`src/rtl/output_wrapper_n.sv`:
```
// Output stage between the IMC array and the shared output bus: buffers one frame of
// NUM_WORDS words, arbitrates for the bus and streams the words out with per-word accept.
module output_wrapper_n #(
    parameter int DATA_WIDTH    = 16,
    parameter int NUM_WORDS     = 4,
    parameter int CAPTURE_MODE  = 1,
    parameter int GRANT_TIMEOUT = 0,
    localparam int IDXW         = $clog2(NUM_WORDS)
) (
    input  logic                            clk,
    input  logic                            rst,
    input  logic                            ready,
    input  logic [NUM_WORDS*DATA_WIDTH-1:0] dataIn,
    input  logic                            startTransmit,
    input  logic                            grant,
    input  logic                            outAccepted,
    output logic [DATA_WIDTH-1:0]           dataOut,
    output logic                            outAvail,
    output logic                            request,
    output logic                            outReady,
    output logic [IDXW-1:0]                 wordIdx,
    output logic                            timeout
);

    localparam int TW = (GRANT_TIMEOUT > 1) ? $clog2(GRANT_TIMEOUT) : 1;

    localparam logic [2:0] StWait    = 3'd0;
    localparam logic [2:0] StCapture = 3'd1;
    localparam logic [2:0] StAvail   = 3'd2;
    localparam logic [2:0] StRequest = 3'd3;
    localparam logic [2:0] StXmit    = 3'd4;

    localparam logic [IDXW-1:0] LastIdx = IDXW'(NUM_WORDS - 1);

    logic [2:0]            state_q, state_d;
    logic [IDXW-1:0]       idx_q, idx_d;
    logic [TW-1:0]         timer_q, timer_d;
    logic                  timeout_q, timeout_d;
    logic [DATA_WIDTH-1:0] data_q [NUM_WORDS];
    logic [DATA_WIDTH-1:0] data_d [NUM_WORDS];
    logic [DATA_WIDTH-1:0] word_in [NUM_WORDS];

    for (genvar g = 0; g < NUM_WORDS; g++) begin : g_unpack
        assign word_in[g] = dataIn[g*DATA_WIDTH +: DATA_WIDTH];
    end

    always_comb begin
        state_d   = state_q;
        idx_d     = idx_q;
        timer_d   = timer_q;
        timeout_d = 1'b0;
        data_d    = data_q;
        case (state_q)
            StWait: begin
                if (ready) begin
                    if (CAPTURE_MODE == 1) begin
                        state_d = StCapture;
                        idx_d   = '0;
                    end else begin
                        data_d  = word_in;
                        state_d = StAvail;
                    end
                end
            end
            StCapture: begin
                data_d[idx_q] = word_in[idx_q];
                if (idx_q == LastIdx) begin
                    idx_d   = '0;
                    state_d = StAvail;
                end else begin
                    idx_d = idx_q + IDXW'(1);
                end
            end
            StAvail: begin
                if (startTransmit) begin
                    state_d = StRequest;
                    timer_d = '0;
                end
            end
            StRequest: begin
                if (grant) begin
                    state_d = StXmit;
                end else if (GRANT_TIMEOUT > 0 && timer_q == TW'(GRANT_TIMEOUT - 1)) begin
                    // Give up but keep the frame and resume point for the next attempt.
                    timeout_d = 1'b1;
                    state_d   = StAvail;
                end else begin
                    timer_d = timer_q + TW'(1);
                end
            end
            StXmit: begin
                if (outAccepted && idx_q == LastIdx) begin
                    idx_d   = '0;
                    state_d = StWait;
                end else begin
                    if (outAccepted) begin
                        idx_d = idx_q + IDXW'(1);
                    end
                    if (!grant) begin
                        state_d = StRequest;
                        timer_d = '0;
                    end
                end
            end
            default: begin
                state_d = StWait;
                idx_d   = '0;
            end
        endcase
    end

    always_ff @(posedge clk) begin
        if (rst) begin
            state_q   <= StWait;
            idx_q     <= '0;
            timer_q   <= '0;
            timeout_q <= 1'b0;
            for (int i = 0; i < NUM_WORDS; i++) begin
                data_q[i] <= '0;
            end
        end else begin
            state_q   <= state_d;
            idx_q     <= idx_d;
            timer_q   <= timer_d;
            timeout_q <= timeout_d;
            data_q    <= data_d;
        end
    end

    assign outAvail = (state_q == StAvail);
    assign request  = (state_q == StRequest) || (state_q == StXmit);
    assign outReady = (state_q == StXmit);
    assign dataOut  = outReady ? data_q[idx_q] : '0;
    assign wordIdx  = idx_q;
    assign timeout  = timeout_q;

endmodule

```
`config.mk`:
```
export PLATFORM = sky130hd
export DESIGN_NAME = output_wrapper_n
export DESIGN_NICKNAME = d
export VERILOG_FILES = /design/src/rtl/output_wrapper_n.sv
export SDC_FILE = /design/constraint.sdc
export NUM_CORES = 1
export LEC_CHECK = 0
export ABC_AREA = 1
export BUFFER_PORTS_ARGS = -buffer_cell sky130_fd_sc_hd__buf_2
export CORE_MARGIN = 4
export CORE_UTILIZATION = 50
export CTS_BUF_LIST = sky130_fd_sc_hd__clkbuf_8
export DETAILED_ROUTE_END_ITERATION = 10
export GPL_TIMING_DRIVEN = 0
export PLACE_DENSITY = 0.88
export REMOVE_ABC_BUFFERS = 1
export SETUP_SLACK_MARGIN = 0.2
export SLEW_MARGIN = 20
export SYNTH_ARGS = -nofsm -noshare
export SYNTH_HDL_FRONTEND = slang
export SYNTH_SLANG_ARGS = --single-unit
```
`constraint.sdc`:
```
create_clock -name clk -period 2.1 [get_ports clk]
set_clock_uncertainty 0.15 [all_clocks]
set_input_delay 0.105 -clock clk [delete_from_list [all_inputs] [get_ports clk]]
set_output_delay 0.105 -clock clk [all_outputs]
set_load 0.02 [all_outputs]
```
==> flow_metrics.env, run 1 <==
export IMPL_vias=4162
export IMPL_hold_viol=0
export IMPL_synth_cell_types=24
export IMPL_placed_area_mm2=0.00392
export IMPL_drive_gt1_share_pct=25.0
export IMPL_io_pins=92
export IMPL_final_max_slew_viol_count=0
export IMPL_r2r_end="data_q[29]"
export IMPL_dp_hpwl_um=5830
export IMPL_fmax_mhz=523
export IMPL_detail_route_vias_per_cell=6.01
export IMPL_drt_pass1_iter_count=7
export IMPL_clockBufferDepth=2
export IMPL_grt_pass1_wl_um=18000
export IMPL_post_route_min_period_ns=1.91
export IMPL_peakVddDrop_v=0.000920
export IMPL_wl_per_cell_um=17.6
export IMPL_power_leakage_nw=1.94
export IMPL_die_height_um=92.3
export IMPL_cts_root_buf="clkbuf_8"
export IMPL_power_density_mw_per_mm2=1370
export IMPL_synth_xor_area_share_pct=0
export IMPL_r2r_setup_slack_ns=0.20
export IMPL_synth_edf_count=0
export IMPL_fin_util_pct=66.5
export IMPL_syn_inst=503
export IMPL_fp_row_count=30
export IMPL_rsz0062_at_grt="yes"
export IMPL_diodes=0
export IMPL_maxCapViolations=0
export IMPL_drc=0
export IMPL_hold_depth=4
export IMPL_drt_iter0_drc=555
export IMPL_final_common_cell="o21ai_0"
export IMPL_netlist_area_mm2=0.00355
export IMPL_critical_path_buf_inv_count=3
export IMPL_cp_slowest_cell="dfxtp_4"
export IMPL_postRouteWirelength_um=12200
export IMPL_start_util_pct=52.0
export IMPL_r2r_cells=8
export IMPL_synth_avg_cell_area_um2=7.06
export IMPL_post_place_ws_ns=-0.865
export IMPL_fin_setup_tns_ns=0
export IMPL_ys_seq_area_share_pct=38.9
export IMPL_synthFlopType="dfxtp_1"
export IMPL_final_cell_area_mm2=0.00454
export IMPL_clkLatencyLatePin_ns=0.34
export IMPL_cts_made_buffers=9
export IMPL_antenna_found_initial=0
export IMPL_cts_max_level=3
export IMPL_grt_overflow=0
export IMPL_outcome="complete, no violations"
export IMPL_min_to="data_q[50]"
export IMPL_synth_fa_ha_area_share_pct=1.76
export IMPL_grt_usage_pct=26.5
export IMPL_grt_max_degree=69
export IMPL_post_route_period_util_pct=91.1
export IMPL_cp_top_family="buffers and inverters"
export IMPL_syn2layout_area_growth_pct=27.9
export IMPL_crit_chain="buf_12 > clkbuf_16 > nor2_1 > nor2_1 > o21ai_0 > a21oi_1 > buf_4"
export IMPL_fp_dieW_um=92.3
export IMPL_synth_mux_area_share_pct=0
export IMPL_fin_nets=668
export IMPL_portBuffers=90
export IMPL_postLayoutSetupSlackWorst_ns=0.186
export IMPL_path_clk_slew_ns=0.07
export IMPL_hp_class="input pin to flip-flop"
export IMPL_start_kind="flip-flop"
export IMPL_dieArea_mm2=0.00852
export IMPL_cts_tree="built"
export IMPL_place_congestion=0.809
export IMPL_synthArstFlopShare_pct=0
export IMPL_crit_top_cell="nor2_1"
export IMPL_core_area_mm2=0.00683
export IMPL_crit_fanout=5
export IMPL_yosysWarnings=0
export IMPL_final_cell_mix="o21ai_0, nor2_1, a21oi_1, buf_2, dfxtp_1"
export IMPL_regToRegStartpoint="wordIdx[0]"
export IMPL_crit_path_end_kind="output port"
export IMPL_worstSetupPathType="flip-flop to output port"
export IMPL_cts_sinks=69
export IMPL_worstPathRequired_ns=1.85
export IMPL_synth_compound_area_share_pct=34.4
export IMPL_max_slew_margin_pct=66.4
export IMPL_ant_nets=0
export IMPL_yosys_area_share_simple_pct=16.3
export IMPL_setup_viol=0
export IMPL_synth_seq_cells=69
export IMPL_synth_top_family_by_area="compound AO/OA/AOI/OAI gates"
export IMPL_arrival_ns=1.66
export IMPL_cp_slowest_stage_delay_ns=0.40
export IMPL_hold_start="dataIn[2]"
export IMPL_worstMarginPinSlew_ns=0.503
export IMPL_grt_pass1_vias=3668
==> report_power, final <==
| group | total [mW] | internal [mW] | switching, mW |
|---|---|---|---|
| combinational | 3.53 | 1.30 | 2.23 |
| sequential | 1.77 | 1.58 | 0.195 |
| clock | 0.911 | 0.437 | 0.473 |
| total | 6.21 | 3.31 | 2.90 |
==> layout make-up <==
class,instances,area (um^2)
clock buffers,10,138
multi-input cells,379,1920
repair buffers,115,857
well taps,96,120
inverters,18,87.6
clock inverters,5,21.3
fillers,590,2290
flip-flops and latches,69,1390
repair inverters,1,7.51
==> Yosys cell counts (2+ instances only) <==
cell	number	share of area, %
o21ai_0	126	18
nor2_1	108	11
a21oi_1	83	12
dfxtp_1	69	39
buf_2	16	2.3
o22a_1	16	3.9
inv_1	15	1.6
nand2_1	15	1.6
clkbuf_1	11	1.2
buf_4	10	2.1
o21ai_1	6	0.85
ha_1	5	1.8
nand3_1	4	0.56
nor2_4	4	1.3
buf_6	3	0.95
inv_2	3	0.32
nand4_1	2	0.35
==> flip-flops by register name (all words and copies together) (netlist names) <==
name	cells
wordIdx	2
state_q	3
data_q	64
==> per-stage QoR <==
stage	hold WS (ns)	std cells	power, mW
finish	0.0946	693	6.21
global route	0.106	693	6.60
CTS	0.0512	678	5.66
detailed placement	0.357	649	4.34
global placement	0.353	648	4.24
floorplan	0.221	462	3.62
==> what timing repair did <==
item / CTS / global route
cloned: 5 / 2
pin swaps: 3 / 10
gates resized for setup: 11 / 28
endpoints found under the setup margin: 85 / 67
hold buffers: 0 / 0
buffers inserted: 9 / 13
==> logic make-up after synthesis <==
family	after synthesis
adder cells (fa/ha/maj)	5
other	1
AND/OR/NAND/NOR	137
flip-flops	69
AO/OA/AOI/OAI	232
buffers and inverters	59
==> how the worst max path moves through the flow <==
stage	slack [ns]	depth (start not counted)	to	start
after CTS	0.18	7	data_q[43]	wordIdx[1]
after global routing	0.12	7	dataOut[11]	wordIdx[0]
after detailed placement	-0.87	6	data_q[40]	wordIdx[1]
after floorplan	-1.12	5	wordIdx[1]	wordIdx[0]
final	0.19	7	dataOut[1]	wordIdx[0]
after global placement	-2.10	6	data_q[54]	wordIdx[0]
==> worst reg2reg max path: stages (launching register included) <==
cell and delay [ns]:
dfxtp_4 0.40, buf_12 0.17, inv_16 0.09, ha_1 0.25, inv_1 0.19, nor2_4 0.08, buf_12 0.15, o21ai_0 0.20
a21oi_1 0.08
==> per-layer routing <==
metal | up-vias | track usage [%] | share of wire [%]
met4 | 0 | 11.6 | 4.2
li1 | 1904 | - | -
met2 | 300 | 43.9 | 47
met5 | - | 0 | 0
met1 | 1885 | 32.7 | 37
met3 | 73 | 6.15 | 12
No activity file was read; power rests on OpenSTA's default activity.
==> run 2, diff against run 1 <==
--- a/config.mk
+++ b/config.mk
@@ -12,7 +12,7 @@
 export CTS_BUF_LIST = sky130_fd_sc_hd__clkbuf_8
 export DETAILED_ROUTE_END_ITERATION = 10
 export GPL_TIMING_DRIVEN = 0
-export PLACE_DENSITY = 0.88
+export PLACE_DENSITY = 0.91
 export REMOVE_ABC_BUFFERS = 1
 export SETUP_SLACK_MARGIN = 0.2
 export SLEW_MARGIN = 20
==> constraint.sdc (replaced) <==
create_clock -name clk -period 1.55 [get_ports clk]
set_clock_uncertainty 0.15 [all_clocks]
set_input_delay 0.0775 -clock clk [delete_from_list [all_inputs] [get_ports clk]]
set_output_delay 0.0775 -clock clk [all_outputs]
set_load 0.02 [all_outputs]
==> run 2 against run 1 <==
The flow now finishes with violations (negative setup slack). Worst setup slack worse by 0.72 ns. Wire length up 60%. Core utilization up 14 points. Critical path depth is 1 lower. First-iteration DRC count up 90%. Final area increased by 22%. Cell count increased by 4.9%. Global-route usage up 8.5 points. Count of clock-buffer cells in the layout is the same. Combinational power rose by 120%.
==> flow_metrics.env, run 2 (synthesis gave the netlist of run 1 again) <==
export IMPL_fin_util_pct=80.8
export IMPL_grt_overflow=0
export IMPL_rsz0062_at_grt="yes"
export IMPL_fmax_mhz=480
export IMPL_worstMarginPinSlew_ns=0.633
export IMPL_path_clk_slew_ns=0.08
export IMPL_max_slew_margin_pct=57.8
export IMPL_fin_setup_tns_ns=-29.94
export IMPL_start_kind="flip-flop"
export IMPL_detail_route_vias_per_cell=7.09
export IMPL_post_route_period_util_pct=134
export IMPL_hold_viol=0
export IMPL_grt_pass1_vias=4512
export IMPL_min_to="data_q[39]"
export IMPL_power_leakage_nw=2.22
export IMPL_route_layer_met1_wl_um=6180
export IMPL_cp_slowest_cell="dfxtp_4"
export IMPL_cts_root_buf="clkbuf_8"
export IMPL_topRoutingLayerUsed="met4"
export IMPL_syn2layout_area_growth_pct=55.5
export IMPL_arrival_ns=1.85
export IMPL_drc=0
export IMPL_portBuffers=90
export IMPL_postRouteWirelength_um=19500
export IMPL_crit_path_end_kind="output port"
export IMPL_r2r_cells=9
export IMPL_hold_start="dataIn[7]"
export IMPL_antenna_found_initial=0
export IMPL_vias=5152
export IMPL_final_common_cell="nor2_1"
export IMPL_regToRegStartpoint="wordIdx[0]"
export IMPL_wl_met3_um=2970
export IMPL_placed_area_mm2=0.00392
export IMPL_dieArea_mm2=0.00852
export IMPL_power_density_mw_per_mm2=2120
export IMPL_final_max_slew_viol_count=0
export IMPL_peakVddDrop_v=0.000904
export IMPL_crit_top_cell="buf_4"
export IMPL_die_height_um=92.3
export IMPL_fp_row_count=30
export IMPL_cts_made_buffers=9
export IMPL_drt_iter0_drc=1054
export IMPL_top_register="data_q"
export IMPL_cp_top_family="buffers and inverters"
export IMPL_wl_per_cell_um=26.8
export IMPL_hold_slack_ns=0.0727
export IMPL_drt_pass1_iter_count=8
export IMPL_cts_tree="built"
export IMPL_r2r_end="data_q[3]"
export IMPL_clkLatencyLatePin_ns=0.36
export IMPL_r2r_setup_slack_ns=-0.48
export IMPL_crit_fanout=17
export IMPL_diodes=0
export IMPL_cts_max_level=3
export IMPL_grt_usage_pct=35.0
export IMPL_dp_hpwl_um=5850
export IMPL_drive_gt1_share_pct=45.8
export IMPL_worstPathRequired_ns=1.32
export IMPL_cp_slowest_stage_delay_ns=0.40
export IMPL_hp_class="input pin to flip-flop"
export IMPL_fp_dieW_um=92.3
export IMPL_core_area_mm2=0.00683
export IMPL_io_pins=92
export IMPL_nFillCells=346
export IMPL_grt_pass1_wl_um=23300
export IMPL_final_cell_area_mm2=0.00552
export IMPL_setup_viol=88
export IMPL_grt_max_degree=39
export IMPL_dr_wl_met2_um=8350
export IMPL_fin_nets=703
export IMPL_maxCapViolations=0
export IMPL_start_util_pct=52.0
export IMPL_hold_depth=4
export IMPL_outcome="finished, violations left"
export IMPL_ant_nets=0
export IMPL_post_route_min_period_ns=2.08
export IMPL_crit_chain="buf_4 > buf_12 > clkinv_16 > o21ai_1 > a21oi_1 > buf_4"
export IMPL_critical_path_buf_inv_count=4
export IMPL_clockBufferDepth=2
export IMPL_postLayoutSetupSlackWorst_ns=-0.532
export IMPL_cts_sinks=69
export IMPL_final_cell_mix="nor2_1, buf_2, dfxtp_1, o21ai_1"
export IMPL_violations="negative setup slack"
export IMPL_largest_reg_flops=64
export IMPL_worstSetupPathType="flip-flop to output port"
export IMPL_place_congestion=0.831
## run 2: cell types whose count changed in the layout (fill, tap and decap cells not counted), moves of 5 or more
cell / delta
buf_12: +8
o22a_1: -12
a21oi_1: -39
inv_1: -5
o21ai_0: -88
buf_2: -5
nor2_1: -6
buf_6: +6
a21oi_2: +37
o21ai_2: +31
o22a_2: +9
o21ai_1: +53
buf_4: +20
## run 2: worst reg2reg max path: cells and delay by family (launching register included)
kind	cells	cell delay, ns
buffers and inverters	5	0.77
flip-flops	1	0.40
AO/OA/AOI/OAI	2	0.32
adder cells (fa/ha/maj)	1	0.19
AND/OR/NAND/NOR	1	0.10
## run 2: power by group
part / switching, mW / total, mW / internal [mW]
clock network: 0.723 / 1.48 / 0.757
logic: 4.72 / 7.62 / 2.89
registers: 0.427 / 2.59 / 2.16
total: 5.87 / 11.7 / 5.81
## run 2: final cells by class
cell class	instances	area [um^2]	share of cell area, %
clock inverter	4	42.5	0.770
multi-input combinational	381	2400	43.5
sequential	69	1400	25.4
timing repair buffer	147	1260	22.8
tap	96	120	2.17
inverter	18	129	2.33
timing repair inverter	2	31.3	0.566
clock buffer	10	138	2.49
## run 2: routing by layer
layer | track usage (%) | vias to the layer above
met1 | 42.7 | 2275
li1 | - | 1991
met2 | 54.9 | 642
met5 | 0 | -
met4 | 23.3 | 0
met3 | 8.04 | 244
## run 2: how the worst max path moves through the flow
stage	cells after the start	slack, ns	from	endpoint
floorplan	5	-1.67	wordIdx[0]	wordIdx[1]
global placement	5	-2.71	wordIdx[0]	wordIdx[1]
detailed placement	6	-1.32	wordIdx[0]	data_q[52]
CTS	7	-0.19	wordIdx[0]	dataOut[14]
global route	6	-0.72	wordIdx[0]	dataOut[10]
finish	6	-0.53	wordIdx[0]	dataOut[10]
## run 2: timing repair
item,4_1_cts,5_1_grt
hold buffers,1,0
setup endpoints to repair,90,90
buffers inserted,43,9
pin swaps,40,33
cloned,10,1
resized for setup,125,171
hold endpoints to repair,1,0
## run 2: metrics by stage
stage,worst slack [ns],total power [mW],std cells
4_1_cts,-0.188,9.40,717
3_5_place_dp,-1.32,5.89,649
5_1_grt,-0.715,11.9,727
3_3_place_gp,-2.71,5.76,648
6_report,-0.532,11.7,727
2_1_floorplan,-1.67,4.91,462
